$ cat src/rtl/packet_gen.sv
// packet_gen: test-traffic source for a router controller.
// Offers 16-bit packets {dest[1:0], payload[12:0], parity} on a valid/ready
// handshake. The payload comes from a 16-bit Fibonacci LFSR and dest from a
// 2-bit wrapping counter. Dest value 3 is emitted on purpose as
// invalid-destination traffic.
//
// Handshake: a packet moves on a posedge where valid=1 and ready=1, and on no
// other edge. Once valid is high it stays high, and pkt_data stays stable,
// until that transfer happens. Dropping en does not withdraw an offered
// packet.
module packet_gen #(
    parameter logic [15:0] SEED = 16'hACE1
) (
    input  logic        clk,
    input  logic        rst,
    input  logic        en,
    input  logic [3:0]  gap_cfg,
    input  logic        err_inj,
    input  logic        ready,
    output logic        valid,
    output logic [15:0] pkt_data,
    output logic [15:0] pkt_count
);

    typedef enum logic [1:0] {
        IDLE = 2'd0,
        SEND = 2'd1,
        GAP  = 2'd2
    } state_t;

    state_t      state_q, state_d;
    logic [3:0]  gap_cnt_q, gap_cnt_d;
    logic [15:0] lfsr_q, lfsr_d;
    logic [1:0]  dest_q, dest_d;
    logic [15:0] pkt_data_q, pkt_data_d;
    logic [15:0] pkt_count_q, pkt_count_d;

    logic        xfer;
    logic [15:0] lfsr_next;
    logic [1:0]  dest_next;

    // Builds a packet word. Parity makes the whole word even, and err_inj
    // flips the parity bit so that the packet is deliberately corrupt.
    function automatic logic [15:0] make_pkt(input logic [1:0]  dest,
                                             input logic [15:0] lfsr,
                                             input logic        err);
        logic [15:0] w;
        w    = {dest, lfsr[12:0], 1'b0};
        w[0] = (^w[15:1]) ^ err;
        return w;
    endfunction

    // Handshake decode, plus the next LFSR and dest values used on a transfer.
    // The LFSR taps are 16, 14, 13 and 11. It shifts left, and the feedback
    // enters at bit 0.
    always_comb begin
        xfer      = (state_q == SEND) && ready;
        lfsr_next = {lfsr_q[14:0], lfsr_q[15] ^ lfsr_q[13] ^ lfsr_q[12] ^ lfsr_q[10]};
        dest_next = dest_q + 2'd1;
    end

    // Next-state logic for the FSM and the datapath.
    // The LFSR and dest advance only on a transfer. A packet loaded in the
    // same cycle as a transfer uses the advanced values. A packet loaded
    // from IDLE or GAP uses the values already held, because those values
    // were advanced at the last transfer.
    always_comb begin
        state_d     = state_q;
        gap_cnt_d   = gap_cnt_q;
        lfsr_d      = lfsr_q;
        dest_d      = dest_q;
        pkt_data_d  = pkt_data_q;
        pkt_count_d = pkt_count_q;

        unique case (state_q)
            IDLE: begin
                if (en) begin
                    state_d    = SEND;
                    pkt_data_d = make_pkt(dest_q, lfsr_q, err_inj);
                end
            end
            SEND: begin
                if (xfer) begin
                    lfsr_d = lfsr_next;
                    dest_d = dest_next;
                    if (pkt_count_q != 16'hFFFF) begin
                        pkt_count_d = pkt_count_q + 16'd1;
                    end
                    if (gap_cfg != 4'd0) begin
                        // gap_cfg is captured here only. Later changes do not
                        // affect the gap that is running.
                        state_d   = GAP;
                        gap_cnt_d = gap_cfg;
                    end else if (en) begin
                        pkt_data_d = make_pkt(dest_next, lfsr_next, err_inj);
                    end else begin
                        state_d = IDLE;
                    end
                end
            end
            GAP: begin
                if (gap_cnt_q <= 4'd1) begin
                    gap_cnt_d = 4'd0;
                    if (en) begin
                        state_d    = SEND;
                        pkt_data_d = make_pkt(dest_q, lfsr_q, err_inj);
                    end else begin
                        state_d = IDLE;
                    end
                end else begin
                    gap_cnt_d = gap_cnt_q - 4'd1;
                end
            end
            default: begin
                state_d = IDLE;
            end
        endcase
    end

    // State registers. rst is asynchronous and active-low, and any pending
    // packet is dropped without a transfer.
    always_ff @(posedge clk or negedge rst) begin
        if (!rst) begin
            state_q     <= IDLE;
            gap_cnt_q   <= 4'd0;
            lfsr_q      <= SEED;
            dest_q      <= 2'd0;
            pkt_data_q  <= 16'h0000;
            pkt_count_q <= 16'h0000;
        end else begin
            state_q     <= state_d;
            gap_cnt_q   <= gap_cnt_d;
            lfsr_q      <= lfsr_d;
            dest_q      <= dest_d;
            pkt_data_q  <= pkt_data_d;
            pkt_count_q <= pkt_count_d;
        end
    end

    // Output drive. valid is high only in SEND.
    always_comb begin
        valid     = (state_q == SEND);
        pkt_data  = pkt_data_q;
        pkt_count = pkt_count_q;
    end

endmodule

$ cat config.mk
export PLATFORM = sky130hd
export DESIGN_NAME = packet_gen
export DESIGN_NICKNAME = d
export VERILOG_FILES = /design/src/rtl/packet_gen.sv
export SDC_FILE = /design/constraint.sdc
export NUM_CORES = 1
export LEC_CHECK = 0
export ABC_CLOCK_PERIOD_IN_PS = 4700
export CORE_MARGIN = 10
export CORE_UTILIZATION = 35
export CTS_BUF_LIST = sky130_fd_sc_hd__clkbuf_4 sky130_fd_sc_hd__clkbuf_8
export CTS_CLUSTER_SIZE = 8
export DETAILED_ROUTE_END_ITERATION = 10
export HOLD_SLACK_MARGIN = 0.02
export SYNTH_ARGS = -nofsm -noshare
export SYNTH_HDL_FRONTEND = slang
export SYNTH_SLANG_ARGS = --single-unit
$ cat constraint.sdc
create_clock -name clk -period 4.7 [get_ports clk]
set_clock_uncertainty 0.2 [all_clocks]
set_input_delay 1.41 -clock clk [delete_from_list [all_inputs] [get_ports clk]]
set_output_delay 1.41 -clock clk [all_outputs]
set_load 0.01 [all_outputs]
Yosys cells after proc, flatten, opt, wreduce, memory -nomap -nowiden
Cells that the tools add are included.
Widths: inputs -> output; s select.
{ "totals": {"input_bits": 9, "regBits": 56, "out_inout_bits": 33} }
{ "op_classes": {"magnitude_cmp": 1, "add_sub_neg": 3, "n_mux": 17, "n_reduce_logical": 12, "bitwise": 5, "n_eq_ne": 10} }
{ "op_table": {"columns": ["cell", "n"], "rows": [
  ["$mux 16", 5],
  ["$pmux 16 s3", 1],
  ["$reduce_xor 15->1", 2],
  ["$add 16x1->16 const B", 1],
  ["$ne 16x16->1 const B", 1],
  ["$mux 4", 3],
  ["$mux 2", 5],
  ["$ne 2x2->1 const B", 4],
  ["$pmux 4 s2", 1],
  ["$pmux 2 s3", 1],
  ["$reduce_and 3->1", 2],
  ["$reduce_and 5->1", 1],
  ["$xor 1x1->1", 5],
  ["$le 4x1->1 const B", 1],
  ["$ne 2x1->1 const B", 2],
  ["$reduce_and 4->1", 1],
  ["$reduce_bool 4->1", 1],
  ["$sub 4x1->4 const B", 1],
  ["$ne 3x2->1 const B", 1],
  ["$reduce_bool 3->1", 1],
  ["$add 2x1->2 const B", 1],
  ["$eq 2x1->1 const B", 1],
  ["$eq 2x2->1 const B", 1],
  ["$logic_not 2->1", 1],
  ["other kinds (4)", 4]
]} }

Logic depth before layout (Yosys ltp)
Gate-level depths: netlist of the first run.
{ "depth": {"ltp_word": 9, "mapped_depth": 8} }

Least setup slack after synthesis of the first run
Ideal clock, no wire load.
{ "synth_path": {"path_type": "input -> register", "start": "in gap_cfg[0]", "end": "reg pkt_data_q[8], in the netlist pkt_data[8]", "stages": 6, "path_buffers": 1, "path_slack_ns": 1.766, "t_arrival_ns": 2.602, "setup_ns": 0.132, "required_time_ns": 4.368, "cell_sequence": "or4_4 -> nor3b_2 -> o211ai_2 -> buf_6 -> nand2_1 -> o21ai_1"} }
{ "synth_between": {"elab_chain_cells": 3} }
{ "synth_rtl": {"columns": ["element", "line_no", "source"], "rows": [
  ["start: declaration", "17", "input logic [3:0] gap_cfg,"],
  ["$reduce_bool 4->1", "89", "if (gap_cfg != 4'd0) begin"],
  ["$ne 2x2->1 (no source line)", null, null],
  ["$reduce_and 5->1 (no source line)", null, null],
  ["end signal: assignment", "135", "pkt_data_q <= pkt_data_d;"],
  ["end: declaration", "35", "logic [15:0] pkt_data_q, pkt_data_d;"]
]} }
No other way between the ends.
A chain may end at the register's enable or synchronous reset.

Final worst setup path of the first run
{ "layout_path": {"start": "reg state_q[0]", "end": "out valid"} }
{ "layout_between": {"elab_chain_cells": 1} }
{ "layout_rtl": {"columns": ["element", "line_no", "source"], "rows": [
  ["start: declaration", "31", "state_t state_q, state_d;"],
  ["start signal: assignment", "131", "state_q <= state_d;"],
  ["$eq 2x1->1", "142", "valid = (state_q == SEND);"],
  ["end: declaration", "20", "output logic valid,"]
]} }
No other way between the ends.

==> flow_metrics.env, run 1 <==
export IMPL_cts_resized=0
export IMPL_grt_overflow_total=0
export IMPL_power_uw=1380
export IMPL_place_gp_congestion=0.759
export IMPL_cts_tree="built"
export IMPL_ant_nets=0
export IMPL_cts_setup_buffers=0
export IMPL_rsz0062_at_grt="no"
export IMPL_syn_to_final_growth_pct=21.5
export IMPL_antenna_found_initial=0
export IMPL_tns_ns=0
export IMPL_power_frac_clock_pct=18.9
export IMPL_synth_cell_types=41
export IMPL_fmax_ghz=0.293
export IMPL_place_ws_ns=1.17
export IMPL_postSynthNetCount=282
export IMPL_startpoint_type="register"
export IMPL_cts_buffers=5
export IMPL_status="complete, no violations"
export IMPL_peakVddDrop_uv=301
export IMPL_crit_type="reg2out"
export IMPL_n_antenna_cell=0
export IMPL_yosysMostFrequentCell="nand2_1"
export IMPL_nets=323
export IMPL_end_kind="output port"
export IMPL_first_pass_iters=4
export IMPL_tightest_slew_ns=0.817
export IMPL_fin_crit_ns=3.41
export IMPL_finalHoldViolations=0
export IMPL_async_reset_ff_share_pct=100
export IMPL_p_seq_share_pct=46.0
export IMPL_grt_pass1_wl_um=9820
export IMPL_slew_viol_final=0
export IMPL_wl_per_cell_um=13.5
export IMPL_postSynthAreaPerCell_um2=10.1
export IMPL_power_leakage_uw=0.00144
export IMPL_fin_crit_sh_pct=72.6
export IMPL_p_sw_uw=491
export IMPL_cts_clk_slew_worst_paths_ns=0.10
export IMPL_vias=1946
export IMPL_first_iter_violations=60
export IMPL_cts_root_buf="clkbuf_8"
export IMPL_die_x_um=108
export IMPL_num_rows=32
export IMPL_p_comb_share_pct=35.2
export IMPL_cp_arrival_ns=1.80
export IMPL_grt_start_max_net_pins=37
export IMPL_insertion_delay_ns=0.31
export IMPL_yosysSeqAreaShare_pct=51.5
export IMPL_pin_count=42
export IMPL_instances_no_fill=414
export IMPL_layout_setup_ws_ns=1.29
export IMPL_synthTopCellsByCount="nand2_1 (78), dfrtp_1 (48), xnor2_1 (27)"
export IMPL_die_area_mm2=0.0118
export IMPL_grtUsageTotal_pct=10.1
export IMPL_initial_core_util_pct=35.6
export IMPL_relSlewSlack_pct=45.5
export IMPL_yosysTopAreaCell="dfrtp_1"
export IMPL_critPathRequiredTime_ns=3.09
export IMPL_synthTopCellsByArea="dfrtp_1 (44%), nand2_1 (11%), xnor2_1 (8.6%)"
export IMPL_dp_final_hpwl_um=4060
export IMPL_cts_sinks=56
export IMPL_cts_path_max_buffers=2
export IMPL_core_mm2=0.00769
export IMPL_synth_seq_cells=56
export IMPL_drt_total_wl_um=5600
export IMPL_vias_per_cell=4.70
export IMPL_drive_above_1_share_pct=10.6
export IMPL_ys_warnings_count=0
export IMPL_io_buffers=41
export IMPL_holdBufCountCts=0
export IMPL_p_int_uw=890
export IMPL_syn_inst=270
export IMPL_synth_edf_count=0
export IMPL_hold_class="reg2reg"
export IMPL_ys_flop_type="dfrtp_1"
export IMPL_grt_pass1_vias=2011
export IMPL_die_h_um=108
export IMPL_power_switching_share_pct=35.6
export IMPL_post_route_util_pct=43.3
export IMPL_p_per_area_mw_per_mm2=415
export IMPL_dpl_cell_count=406
export IMPL_yosys_area_top_type_share_pct=43.9
export IMPL_h_tree_depth=2
export IMPL_path_max_fanout=19
export IMPL_netlist_area_mm2=0.00274
export IMPL_drcViolationCount=0
export IMPL_setup_viol=0
export IMPL_maxCapViolCount=0
## metrics by stage
stage	hold WS (ns)	area, um^2
final	0.276	3330
after CTS	0.278	3330
after global routing	0.298	3330
after global placement	0.250	3240
after floorplan	0.240	2740
after detailed placement	0.261	3240
## layout by cell type, fill, tap and decap left out, types with 2 or more instances in the layout
master,count
mux2i_1,12
a31oi_1,3
dfstp_2,8
o21ai_1,12
o31ai_1,2
ha_1,3
clkdlybuf4s50_1,40
dfrtp_1,48
xnor3_1,2
o21ai_2,4
and4_1,2
xor2_1,4
nand4_1,6
nor2_1,4
and3_1,3
buf_4,5
nor2b_1,2
nand2_1,78
o22ai_1,2
clkinv_2,2
inv_1,4
clkbuf_8,5
and2_1,3
xnor2_1,27
nand3_1,5
a21oi_1,5
o21ai_0,3
## final timing paths
check / start / endpoint / slack [ns] / depth (start not counted)
min: lfsr_q[15] / lfsr_q[15] / 0.28 / 2
min reg2reg: lfsr_q[15] / lfsr_q[15] / 0.28 / 2
min in group asynchronous: rst / dest_q[1] / 0.99 / 1
max: state_q[0] / valid / 1.29 / 3
max reg2reg: gap_cnt_q[0] / pkt_data[12] / 2.38 / 8
max in group asynchronous: rst / pkt_data[11] / 2.52 / 2
## power by group through the flow
stage	clock network (uW)	registers (uW)	logic (uW)
2_1_floorplan	0	635	334
4_1_cts	274	633	493
3_3_place_gp	0	639	482
5_1_grt	295	648	551
3_5_place_dp	0	641	492
6_report	261	634	485
## sequential cells by signal, indices dropped and copies added (netlist names)
| name | flops |
|---|---|
| lfsr_q | 16 |
| pkt_count | 16 |
| gap_cnt_q | 4 |
| state_q | 2 |
| pkt_data | 16 |
| dest_q | 2 |
## metal layers
metal  up-vias  track usage [%]  share of wire (%)
met5         -                0                  0
met4         0             3.11                1.3
met3         8             4.05                8.9
met2        46             15.4                 44
met1       905             12.9                 46
li1        987                -                  -
## kinds of logic after synthesis
kind of cell | count (synthesis) | synth area share (%)
xor+xnor | 34 | 12.2
simple gates | 112 | 18.6
compound gates | 36 | 8.36
buf+inv | 16 | 3.15
mux | 13 | 4.80
flops | 56 | 51.5
fa+ha+maj | 3 | 1.37
## worst max-delay path, stage by stage (launching register included)
cell,delay [ns]
dfrtp_1,0.43
nor2b_2,0.17
buf_4,0.29
clkdlybuf4s50_1,0.60
## area by class of cell
cell class,count,area (um^2)
clock buffer,5,68.8
clock inverter,3,18.8
fill,770,4360
inverter,4,15.0
multi-input combinational,198,1240
sequential,56,1410
tap,102,128
timing repair buffer,46,443
Note: power is estimated with default switching activity, not from simulation.
==> run 2, diff against run 1 <==
- ABC_CLOCK_PERIOD_IN_PS: 4700 -> 3200
- clock period: 4.7 -> 3.2 ns (I/O delays scaled with it)
==> flow_metrics.env, run 2 (synthesized netlist as in run 1, its figures left out) <==
export IMPL_grt_overflow_total=0
export IMPL_dp_final_hpwl_um=3960
export IMPL_first_pass_iters=4
export IMPL_die_h_um=108
export IMPL_critPathRequiredTime_ns=3.20
export IMPL_dpl_cell_count=409
export IMPL_crit_type="in2reg"
export IMPL_cp_arrival_ns=2.69
export IMPL_relSlewSlack_pct=51.6
export IMPL_power_leakage_uw=0.00146
export IMPL_pin_count=42
export IMPL_vias=1943
export IMPL_critical_path_slowest_cell="or4_4"
export IMPL_tightest_slew_ns=0.726
export IMPL_nets=326
export IMPL_layout_common_cells="nand2_1 (78), dfrtp_1 (48), clkdlybuf4s50_1 (40)"
export IMPL_power_uw=2070
export IMPL_path_max_fanout=32
export IMPL_setup_viol=0
export IMPL_peakVddDrop_uv=278
export IMPL_insertion_delay_ns=0.31
export IMPL_initial_core_util_pct=35.6
export IMPL_r2r_end="pkt_data[0]"
export IMPL_grt_pass1_wl_um=9160
export IMPL_cts_clk_slew_worst_paths_ns=0.09
export IMPL_fmax_ghz=0.371
export IMPL_cts_tree="built"
export IMPL_ant_nets=0
export IMPL_instances_no_fill=417
export IMPL_tns_ns=0
export IMPL_place_gp_congestion=0.764
export IMPL_holdPathEnd="lfsr_q[15]"
export IMPL_p_per_area_mw_per_mm2=615
export IMPL_fin_crit_ns=2.69
export IMPL_end_kind="register"
export IMPL_status="complete, no violations"
export IMPL_fin_crit_sh_pct=84.2
export IMPL_grt_start_max_net_pins=57
export IMPL_startpoint_type="input pin"
export IMPL_antenna_found_initial=0
export IMPL_cts_sinks=56
export IMPL_cts_root_buf="clkbuf_8"
export IMPL_wl_per_cell_um=13.1
export IMPL_multi_input_area_mm2=0.00124
export IMPL_cts_path_max_buffers=2
export IMPL_final_common_cell="nand2_1"
export IMPL_core_mm2=0.00769
export IMPL_fill_cells=765
export IMPL_maxCapViolCount=0
export IMPL_num_rows=32
export IMPL_drcViolationCount=0
export IMPL_slew_viol_final=0
export IMPL_hold_depth=2
export IMPL_finalHoldViolations=0
export IMPL_drive_above_1_share_pct=11.4
export IMPL_min_from="lfsr_q[15]"
export IMPL_rsz0062_at_grt="no"
export IMPL_cts_resized=0
export IMPL_drt_total_wl_um=5480
export IMPL_io_buffers=41
export IMPL_die_area_mm2=0.0118
export IMPL_cts_buffers=5
export IMPL_register_area_mm2=0.00141
export IMPL_cts_setup_buffers=0
export IMPL_cpPeakStageDelay_ns=0.57
export IMPL_grtUsageTotal_pct=9.59
export IMPL_die_x_um=108
export IMPL_grt_pass1_vias=1900
export IMPL_crit_chain="clkdlybuf4s50_1 -> or4_4 -> nor3b_2 -> o211ai_2 -> buf_4 -> nand2_1 -> o21ai_2"
export IMPL_h_tree_depth=2
export IMPL_first_iter_violations=93
export IMPL_hold_class="reg2reg"
export IMPL_r2r_slack_ns=1.09
export IMPL_r2r_cells=5
export IMPL_n_antenna_cell=0
export IMPL_holdBufCountCts=0
export IMPL_post_route_util_pct=43.7
export IMPL_worstReg2RegStart="lfsr_q[5]"
export IMPL_vias_per_cell=4.66
export IMPL_syn_to_final_growth_pct=22.7
-- run 2: cell count changes in the layout (fill, tap and decap cells not counted), sizes merged --
cell      before  now
clkbuf         5    7
clkinv         3    0
clkinvlp       0    1
buf            6    9
-- run 2: final cells by class --
| type | instances | area share [%] |
|---|---|---|
| multi-input cells | 198 | 37.0 |
| inverters | 4 | 0.447 |
| flip-flops and latches | 56 | 42.0 |
| clock inverters | 1 | 0.223 |
| repair buffers | 49 | 13.8 |
| clock buffers | 7 | 2.68 |
| well taps | 102 | 3.80 |
-- run 2: where the power goes --
group | total (uW) | switching (uW) | internal, uW
Sequential | 930 | 119 | 811
Clock | 413 | 228 | 185
Combinational | 724 | 368 | 356
Total | 2070 | 715 | 1350
-- run 2: metrics by stage --
| step | instance area (um^2) | setup slack, ns | hold slack, ns |
|---|---|---|---|
| after detailed placement | 3260 | 0.170 | 0.259 |
| after CTS | 3360 | 0.464 | 0.274 |
| after floorplan | 2740 | 0.716 | 0.240 |
| after global routing | 3360 | 0.407 | 0.304 |
| after global placement | 3260 | 0.211 | 0.251 |
| final | 3360 | 0.505 | 0.272 |
-- run 2: worst max-delay path by stage --
stage	start	to	cells past startpoint
after floorplan	gap_cfg[0]	pkt_data[8]	6
after global placement	gap_cfg[0]	pkt_data[3]	7
after detailed placement	gap_cfg[0]	pkt_data[6]	7
after CTS	state_q[0]	valid	2
after global routing	gap_cfg[0]	pkt_data[6]	7
final	gap_cfg[0]	pkt_data[6]	7
-- run 2: worst max-delay path: cells and delay by family --
family	cells	cell delay [ns]
and+or+nand+nor	3	0.90
buffers and inverters	2	0.67
AOI/OAI and AO/OA	2	0.14
-- run 2: per-layer routing --
metal,part of all wire (%),track usage [%]
met1,47,11.9
met2,42,14.5
met3,8.5,3.81
met4,1.7,3.95
met5,0,0
==> run 3, diff against run 2 <==
- ABC_CLOCK_PERIOD_IN_PS: 3200 -> 2520
- clock period: 3.2 -> 2.52 ns (I/O delays scaled with it)
==> flow_metrics.env, run 3 (synthesized netlist as in run 1, its figures left out) <==
export IMPL_tightest_slew_ns=0.345
export IMPL_place_gp_congestion=0.785
export IMPL_instances_no_fill=427
export IMPL_fin_crit_sh_pct=97.2
export IMPL_critPathLaunch="state_q[1]"
export IMPL_status="complete, no violations"
export IMPL_slew_viol_final=0
export IMPL_final_common_cell="nand2_1"
export IMPL_wl_met1_um=2480
export IMPL_fill_cells=763
export IMPL_cts_setup_buffers=0
export IMPL_antenna_found_initial=0
export IMPL_initial_core_util_pct=35.6
export IMPL_cts_clk_slew_worst_paths_ns=0.10
export IMPL_setup_viol=0
export IMPL_maxUsedRoutingLayer="met4"
export IMPL_h_tree_depth=2
export IMPL_dpl_cell_count=419
export IMPL_grt_pass1_wl_um=9540
export IMPL_wl_met3_um=496
export IMPL_peakVddDrop_uv=415
export IMPL_fmax_ghz=0.408
export IMPL_end_kind="output port"
export IMPL_drive_above_1_share_pct=14.8
export IMPL_drcViolationCount=0
export IMPL_io_buffers=41
export IMPL_power_uw=2840
export IMPL_drt_total_wl_um=5410
export IMPL_critPathRequiredTime_ns=1.56
export IMPL_cts_root_buf="clkbuf_8"
export IMPL_maxCapViolCount=0
export IMPL_grt_start_max_net_pins=57
export IMPL_syn_to_final_growth_pct=27.9
export IMPL_worstReg2RegStart="lfsr_q[5]"
export IMPL_holdBufCountCts=0
export IMPL_grtUsageTotal_pct=9.82
export IMPL_fin_crit_ns=2.45
export IMPL_num_rows=32
export IMPL_n_antenna_cell=0
export IMPL_nets=336
export IMPL_hold_class="in2async"
export IMPL_pin_count=42
export IMPL_path_max_fanout=7
export IMPL_vias=1975
export IMPL_power_leakage_uw=0.00153
export IMPL_startpoint_type="register"
export IMPL_cts_resized=0
export IMPL_die_h_um=108
export IMPL_cts_tree="built"
export IMPL_grt_pass1_vias=2000
export IMPL_cts_sinks=56
export IMPL_r2r_cells=5
export IMPL_grt_overflow_total=0
export IMPL_core_mm2=0.00769
export IMPL_first_pass_iters=4
export IMPL_layout_common_cells="nand2_1 (78), dfrtp_1 (46), clkdlybuf4s50_1 (40)"
export IMPL_register_area_mm2=0.00141
export IMPL_crit_type="reg2out"
export IMPL_post_route_util_pct=45.6
export IMPL_ant_nets=0
export IMPL_cp_arrival_ns=1.49
export IMPL_multi_input_area_mm2=0.00124
export IMPL_cts_path_max_buffers=2
export IMPL_first_iter_violations=82
export IMPL_dp_final_hpwl_um=4000
export IMPL_rsz0062_at_grt="no"
export IMPL_relSlewSlack_pct=77.0
export IMPL_insertion_delay_ns=0.31
export IMPL_r2r_slack_ns=0.44
export IMPL_die_x_um=108
export IMPL_cts_buffers=5
export IMPL_r2r_end="pkt_data[0]"
export IMPL_p_per_area_mw_per_mm2=811
export IMPL_met2_length_um=2380
export IMPL_vias_per_cell=4.63
export IMPL_finalHoldViolations=0
export IMPL_wl_per_cell_um=12.7
export IMPL_die_area_mm2=0.0118
run 3: cell types whose count changed in the layout (fill, tap and decap cells not counted), moves of 2 or more:
cell / delta
dfrtp_2: +2
bufinv_16: +2
buf_12: +2
dfrtp_1: -2
buf_4: +8
run 3: final cells by class:
| class | instances | share of cell area, % |
|---|---|---|
| flip-flops and latches | 56 | 40.4 |
| multi-input cells | 198 | 35.5 |
| repair buffers | 59 | 16.1 |
| well taps | 102 | 3.64 |
| clock buffers | 6 | 2.18 |
| clock inverters | 2 | 1.71 |
| inverters | 4 | 0.429 |
run 3: worst max path at each step:
| stage | to | slack, ns | depth (start not counted) |
|---|---|---|---|
| 2_1_floorplan | pkt_data[8] | 0.24 | 6 |
| 3_3_place_gp | pkt_data[7] | -0.16 | 7 |
| 3_5_place_dp | pkt_data[14] | -0.21 | 7 |
| 4_1_cts | valid | 0.02 | 2 |
| 5_1_grt | valid | 0.008 | 2 |
| 6_report | valid | 0.07 | 2 |
run 3: power by group:
group | switching [uW] | total [uW] | internal (uW)
Combinational | 474 | 966 | 492
Sequential | 151 | 1180 | 1030
Clock | 282 | 690 | 408
run 3: critical path, stage by stage (launching register included):
cell             delay, ns
dfrtp_2               0.46
nor2b_2               0.18
clkdlybuf4s50_1       0.56
run 3: through the flow:
step / instance area [um^2] / hold WS [ns] / worst slack (ns) / setup TNS (ns)
2_1_floorplan: 2740 / 0.240 / 0.240 / 0
3_3_place_gp: 3360 / 0.244 / -0.159 / -2.76
3_5_place_dp: 3360 / 0.258 / -0.206 / -3.40
4_1_cts: 3500 / 0.238 / 0.0236 / 0
5_1_grt: 3500 / 0.238 / 0.00828 / 0
6_report: 3500 / 0.224 / 0.0698 / 0
run 3: per-layer routing:
| layer | vias up | global-route usage (%) |
|---|---|---|
| met5 | - | 0 |
| li1 | 1008 | - |
| met1 | 922 | 12.5 |
| met4 | 0 | 3.39 |
| met2 | 41 | 14.8 |
| met3 | 4 | 3.81 |
